## config.mk

```make
export PLATFORM = sky130hd
export DESIGN_NAME = st2cl_packer_v2
export DESIGN_NICKNAME = d
export VERILOG_FILES = /design/src/rtl/st2cl_packer_v2.sv
export SDC_FILE = /design/constraint.sdc
export NUM_CORES = 2
export LEC_CHECK = 0
export ABC_AREA = 1
export CORE_MARGIN = 2
export CORE_UTILIZATION = 40
export CTS_BUF_LIST = sky130_fd_sc_hd__clkbuf_2 sky130_fd_sc_hd__clkbuf_4 sky130_fd_sc_hd__clkbuf_8
export DETAILED_ROUTE_END_ITERATION = 6
export GPL_ROUTABILITY_DRIVEN = 0
export PLACE_DENSITY = 0.68
export REMOVE_ABC_BUFFERS = 1
export SLEW_MARGIN = 20
export SYNTH_ARGS = -nofsm -noshare
export SYNTH_HDL_FRONTEND = slang
export SYNTH_SLANG_ARGS = --single-unit
```

## constraint.sdc

```tcl
create_clock -name clk -period 2.9 [get_ports clk]
set_input_delay 0.435 -clock clk [delete_from_list [all_inputs] [get_ports clk]]
set_output_delay 0.435 -clock clk [all_outputs]
set_load 0.1 [all_outputs]
```

## src/rtl/st2cl_packer_v2.sv

```systemverilog
// st2cl_packer_v2: packs ST_W-bit stream beats into CL-bit cache lines with a 16-bit header.
// Latency: the line completed by the beat accepted at edge E is written at the first edge E+n (n>=1) with source_ready=1.
// Backpressure: a single holding register. sink_ready drops only when a completing beat would find the holder full and not draining.
//
// Ports: clk, rst_n_sync (async, active-low); sink_data/valid/sop/eop -> sink_ready (stream side);
//        source_ready -> ff_wrreq/ff_data (line write side); ff_wr_finish pulses once per packet.
// Optional feature: define ST2CL_SEQ_EN to stamp a 4-bit packet sequence number into header bits [CL-1:CL-4].
module st2cl_packer_v2 #(
  parameter int CL         = 512,
  parameter int CL_HEAD    = 16,
  parameter int CL_PAYLOAD = 496,
  parameter int ST_W       = 8,
  parameter int MAX_ST     = 41,
  parameter int W_LEN      = 10
) (
  input  logic            clk,
  input  logic            rst_n_sync,
  input  logic [ST_W-1:0] sink_data,
  input  logic            sink_valid,
  input  logic            sink_sop,
  input  logic            sink_eop,
  output logic            sink_ready,
  input  logic            source_ready,
  output logic            ff_wrreq,
  output logic [CL-1:0]   ff_data,
  output logic            ff_wr_finish
);

  typedef enum logic [1:0] {S_IDLE, S_RUN, S_FLUSH, S_FIN} state_t;

  localparam logic [W_LEN-1:0] LAST_SLOT = W_LEN'(MAX_ST - 1);

  state_t                state_q;
  logic [W_LEN-1:0]      cnt_q;
  logic [CL_PAYLOAD-1:0] acc_q;
  logic [CL-1:0]         hold_q;
  logic                  hold_vld_q;
  logic                  sop_flag_q;
  logic                  pkt_open_q;
  logic                  ff_wrreq_q;
  logic [CL-1:0]         ff_data_q;
  logic                  fin_q;
`ifdef ST2CL_SEQ_EN
  logic [3:0]            seq_q;
`endif

  logic                  cnt_last;
  logic                  drain;
  logic                  accept;
  logic                  line_done;
  logic                  beat_sop;
  logic [CL_PAYLOAD-1:0] slot;
  logic [CL_PAYLOAD-1:0] payload_d;
  logic [CL-1:0]         line_d;

  always_comb begin
    cnt_last  = (cnt_q == LAST_SLOT);
    drain     = hold_vld_q && source_ready;
    // Any completing beat (last slot or eop) needs the holder free or draining
    // this edge; non-completing beats only touch the accumulator.
    sink_ready = (state_q == S_RUN) &&
                 (!hold_vld_q || source_ready || (!cnt_last && !sink_eop));
    accept    = sink_valid && sink_ready;
    line_done = accept && (cnt_last || sink_eop);
    // A second sop inside an open packet is ignored.
    beat_sop  = sink_sop && !pkt_open_q;
    // Accumulator slots above cnt are always zero, so OR-ing the beat in
    // both places it and leaves the unused tail zero-padded.
    slot      = {{(CL_PAYLOAD-ST_W){1'b0}}, sink_data};
    payload_d = acc_q | (slot << (int'(cnt_q) * ST_W));

    line_d                         = '0;
    line_d[CL_PAYLOAD-1:0]         = payload_d;
    line_d[CL-5]                   = sop_flag_q || beat_sop;
    line_d[CL-6]                   = sink_eop;
    line_d[CL-CL_HEAD +: W_LEN]    = cnt_q + W_LEN'(1);
`ifdef ST2CL_SEQ_EN
    line_d[CL-1 -: 4]              = seq_q;
`endif
  end

  always_ff @(posedge clk or negedge rst_n_sync) begin
    if (!rst_n_sync) begin
      state_q    <= S_IDLE;
      cnt_q      <= '0;
      acc_q      <= '0;
      hold_q     <= '0;
      hold_vld_q <= 1'b0;
      sop_flag_q <= 1'b0;
      pkt_open_q <= 1'b0;
      ff_wrreq_q <= 1'b0;
      ff_data_q  <= '0;
      fin_q      <= 1'b0;
`ifdef ST2CL_SEQ_EN
      seq_q      <= '0;
`endif
    end else begin
      // Output write port: one strobe per drained line, data held otherwise.
      ff_wrreq_q <= drain;
      if (drain) ff_data_q <= hold_q;

      // A reload on the drain edge keeps hold_vld_q set.
      if (line_done) begin
        hold_q     <= line_d;
        hold_vld_q <= 1'b1;
      end else if (drain) begin
        hold_vld_q <= 1'b0;
      end

      if (accept) begin
        if (line_done) begin
          acc_q      <= '0;
          cnt_q      <= '0;
          sop_flag_q <= 1'b0;
        end else begin
          acc_q <= payload_d;
          cnt_q <= cnt_q + W_LEN'(1);
          if (beat_sop) sop_flag_q <= 1'b1;
        end
        pkt_open_q <= sink_eop ? 1'b0 : (pkt_open_q || sink_sop);
      end

      fin_q <= 1'b0;
      case (state_q)
        S_IDLE:  if (source_ready) state_q <= S_RUN;
        S_RUN:   if (accept && sink_eop) state_q <= S_FLUSH;
        // The eop line entered the holder on the RUN->FLUSH edge; finish
        // once it has been written out.
        S_FLUSH: if (!hold_vld_q) begin
                   state_q <= S_FIN;
                   fin_q   <= 1'b1;
                 end
        S_FIN: begin
          state_q <= S_IDLE;
`ifdef ST2CL_SEQ_EN
          seq_q   <= seq_q + 4'd1;
`endif
        end
        default: state_q <= S_IDLE;
      endcase
    end
  end

  assign ff_wrreq     = ff_wrreq_q;
  assign ff_data      = ff_data_q;
  assign ff_wr_finish = fin_q;

endmodule
```

==> results.py <==
metrics = {
    "pwr": {
        "peakVddDrop_v": 0.001447,
        "power_switching_w": 0.04074,
        "p_leak_nw": 36.18,
        "p_total_w": 0.08573,
        "swShare_pct": 47.52,
        "p_seq_share_pct": 33.9,
        "clkPwrFrac_pct": 24.1,
        "internal_power_w": 0.04499,
        "pwr-share-comb_pct": 41.9,
        "power_density_nw_per_um2": 1135,
    },
    "detailed_routing": {
        "wl_per_cell_um": 18.17,
        "final_antenna_net_count": 0,
        "via_per_inst": 4.967,
        "drc": 0,
        "wl_mm": 183.1,
        "drt_iter0_drc": 3796,
        "dr.pass1.iters": 6,
        "vias": 50060,
    },
    "global_route": {
        "grt_overflow": 0,
        "grt_pass1_wl_mm": 286.4,
        "antenna_found_initial": 7,
        "grt_start_max_net_pins": 141,
        "grtUsageTotal_pct": 22.74,
        "grt_pass1_vias": 49640,
    },
    "yosys": {
        "synthTopCellsByArea": "dfrtp_1 61%, nand2_1 14%, o21ai_0 7.6%",
        "synthAdderAreaFrac_pct": 0.09942,
        "synth_top_family_by_area": "simple AND/OR/NAND/NOR gates",
        "yosys.area_share.simple_pct": 16.73,
        "synth_mux_area_share_pct": 0,
        "ys_seq_area_share_pct": 60.80,
        "yosysWarnings": 0,
        "synth_seq_cells": 1529,
        "synth_cell_types": 34,
        "async_flop_share_pct": 100.0,
        "syn_area_per_cell_um2": 8.658,
        "synth.top_cell.area_share_pct": 60.80,
        "synthFlopType": "dfrtp_1",
        "synth_compound_area_share_pct": 12.67,
        "yosys.area_share.xor_xnor_pct": 0.08351,
        "synth_edf_count": 0,
        "postSynthCellCount": 7268,
        "synth_top_cell_by_area": "dfrtp_1",
        "netlist_area_um2": 62930,
    },
    "worst_hold_path": {
        "hold_class": "input port to flop",
        "hold_path_depth": 3,
    },
    "worst_setup_path": {
        "critPathLaunchType": "flop",
        "cp.required_ns": 3.78,
        "cpPeakStageDelay_ns": 0.41,
        "critPathSlowestCell": "dfrtp_2",
        "cp.arrival_ns": 3.84,
        "cp_common_cell": "buf_4",
        "cp.depth": 17,
        "worstPathCellList": "clkinv_2 > buf_4 > buf_4 > buf_4 > buf_4 > buf_4 > buf_4 > buf_4 > buf_4 > buf_4 > buf_4 > nand3_1 > inv_1 > nand2_1 > o21ai_0 > nand2_1 > a21oi_1",
        "cpLargestDelayFamily": "buffers and inverters",
        "cp_max_fo": 18,
        "worstSetupPathType": "flop to flop",
        "crit_path_end_kind": "flop",
        "path_buf_inv": 12,
        "reg2regPathDepth": 17,
    },
    "floorplan": {
        "core_um2": 156200,
        "initial_core_util_pct": 40.29,
        "num_rows": 145,
        "num_io_pins": 529,
        "die_h_um": 400.6,
        "dieArea_um2": 160500,
        "die_w_um": 400.6,
    },
    "clock_network": {
        "cts.clk_slew.worst_paths_ns": 0.06,
        "cts_tree": "done",
        "cts_sinks": 1529,
        "clk_path_buf_depth": 4,
        "clock_latency_ns": 1.04,
        "numCtsBuffers": 277,
        "htree_levels": 5,
        "clock-root-buffer": "clkbuf_8",
    },
    "final_layout": {
        "stdcell_count": 10080,
        "layout-drive-gt1-share_pct": 15.24,
        "nNetsFinal": 7858,
        "area_growth_pct": 19.99,
    },
    "place": {
        "portBuffers": 524,
        "dp_hpwl_mm": 118.4,
        "dpl.cell_count": 9604,
        "place_ws_ns": 0.1653,
    },
    "timing": {
        "layout_setup_ws_ns": -0.05934,
        "tightest_slew_ns": 0.8440,
        "report.final.hold_viol_count": 0,
        "clock_skew_ns": 0.1040,
        "tns_ns": -0.1384,
        "slew_headroom_pct": 43.73,
        "fin_crit_sh_pct": 102.0,
        "setup_viol": 5,
        "fmax_ghz": 0.3379,
        "timing.final.crit_period_ns": 2.959,
        "slew_viol_final": 0,
        "rsz0062_at_grt": "true",
    },
    "status": {
        "violations": "setup timing",
        "status": "complete, but fails checks",
    },
    "job": {
        "maxCapViolCount": 0,
    },
}
## flip-flops by register name (all words and copies together), names as in the netlist
signal	flops
hold_vld_q	1
pkt_open_q	1
sop_flag_q	1
acc_q	496
state_q	2
ff_wr_finish	1
ff_wrreq	1
hold_q	508
ff_data	508
cnt_q	10
## layer usage
| metal | part of all wire [%] | global-route usage [%] | up-vias |
|---|---|---|---|
| met5 | 0.025 | 0 | - |
| met4 | 4.0 | 9.922 | 8 |
| met3 | 6.6 | 4.638 | 376 |
| met2 | 46 | 35.78 | 1528 |
| met1 | 43 | 30.52 | 24430 |
| li1 | - | - | 23720 |
## logic make-up (layout without fill, tap and decap cells)
| logic type | Yosys count | in the layout |
|---|---|---|
| XOR/XNOR | 6 | 6 |
| adder cells (fa/ha/maj) | 5 | 5 |
| AO/OA/AOI/OAI | 1571 | 1571 |
| AND/OR/NAND/NOR | 2703 | 2703 |
| flip-flops | 1529 | 1529 |
| other | 1 | 6 |
| buffers and inverters | 1453 | 2200 |
## timing repair
action,CTS,global route
hold buffers,2,0
setup buffers,12,1
pin swaps,4,1
endpoints found under the setup margin,1,114
resized for setup,8,26
endpoints found under the hold margin,1249,0
## cell usage after synthesis (13+ instances only)
library cell / count
buf_4: 42
buf_6: 37
nand2_1: 2275
and2_1: 13
o21ai_0: 952
clkbuf_1: 208
o21ai_1: 226
inv_1: 1009
nor2_1: 195
nor3_1: 14
buf_2: 125
dfrtp_1: 1529
a21oi_1: 348
buf_1: 22
a211oi_1: 39
nand3_1: 177
## per-stage QoR
stage	hold WS, ns	util, %	instance area, um2
6_report	0.1676	48.34	75510
5_1_grt	0.1410	48.34	75510
4_1_cts	0.05812	48.30	75450
3_5_place_dp	0.3343	44.63	69710
3_3_place_gp	0.3430	44.63	69710
2_1_floorplan	0.1394	-	60720
## final timing paths
| check | from | endpoint | slack, ns |
|---|---|---|---|
| max | cnt_q[0] | acc_q[324] | -0.06 |
| min | sink_sop | pkt_open_q | 0.17 |
| max reg2reg | cnt_q[0] | acc_q[324] | -0.06 |
| min reg2reg | hold_q[120] | ff_data[120] | 0.42 |
| max in group asynchronous | rst_n_sync | hold_q[484] | 1.87 |
| min in group asynchronous | rst_n_sync | hold_q[489] | 0.22 |
## power by group through the flow
stage | Combinational, W | Clock (W) | Sequential (W)
global placement | 0.0356 | 0 | 0.0294
floorplan | 0.00733 | 0 | 0.0504
finish | 0.0359 | 0.0207 | 0.0291
CTS | 0.0361 | 0.0212 | 0.0291
detailed placement | 0.0359 | 0 | 0.0294
global route | 0.0377 | 0.0222 | 0.0296
## final cells by class
type	count	area, um2
Fill cell	14580	80700
Antenna cell	2	5.005
Clock buffer	432	5389
Inverter	1019	3862
Multi-Input combinational cell	4289	18730
Sequential cell	1529	38270
Timing Repair Buffer	723	6476
Clock inverter	26	198.9
Tap cell	2058	2575
## cells in the final DEF, fill, tap and decap left out, types with 14 or more instances in the layout
cell type  Yosys  final
clkbuf_4       0     89
nand3_1      177    175
buf_12         0     78
dfrtp_1     1529   1526
clkbuf_8       0    343
nor3_1        14     14
o21ai_0      952    943
buf_4         42    630
clkinv_2       0     18
a21oi_1      348    348
o21ai_1      226    235
a211oi_1      39     39
nor2_1       195    186
nand2_1     2275   2270
inv_1       1009    999
## worst register-to-register path: cells and delay by family (launching register included)
family | cells | cell delay (ns)
buffers and inverters | 12 | 1.47
and+or+nand+nor | 3 | 0.55
AOI/OAI and AO/OA | 2 | 0.42
DFF | 1 | 0.41
(Power assumes the default switching activity.)
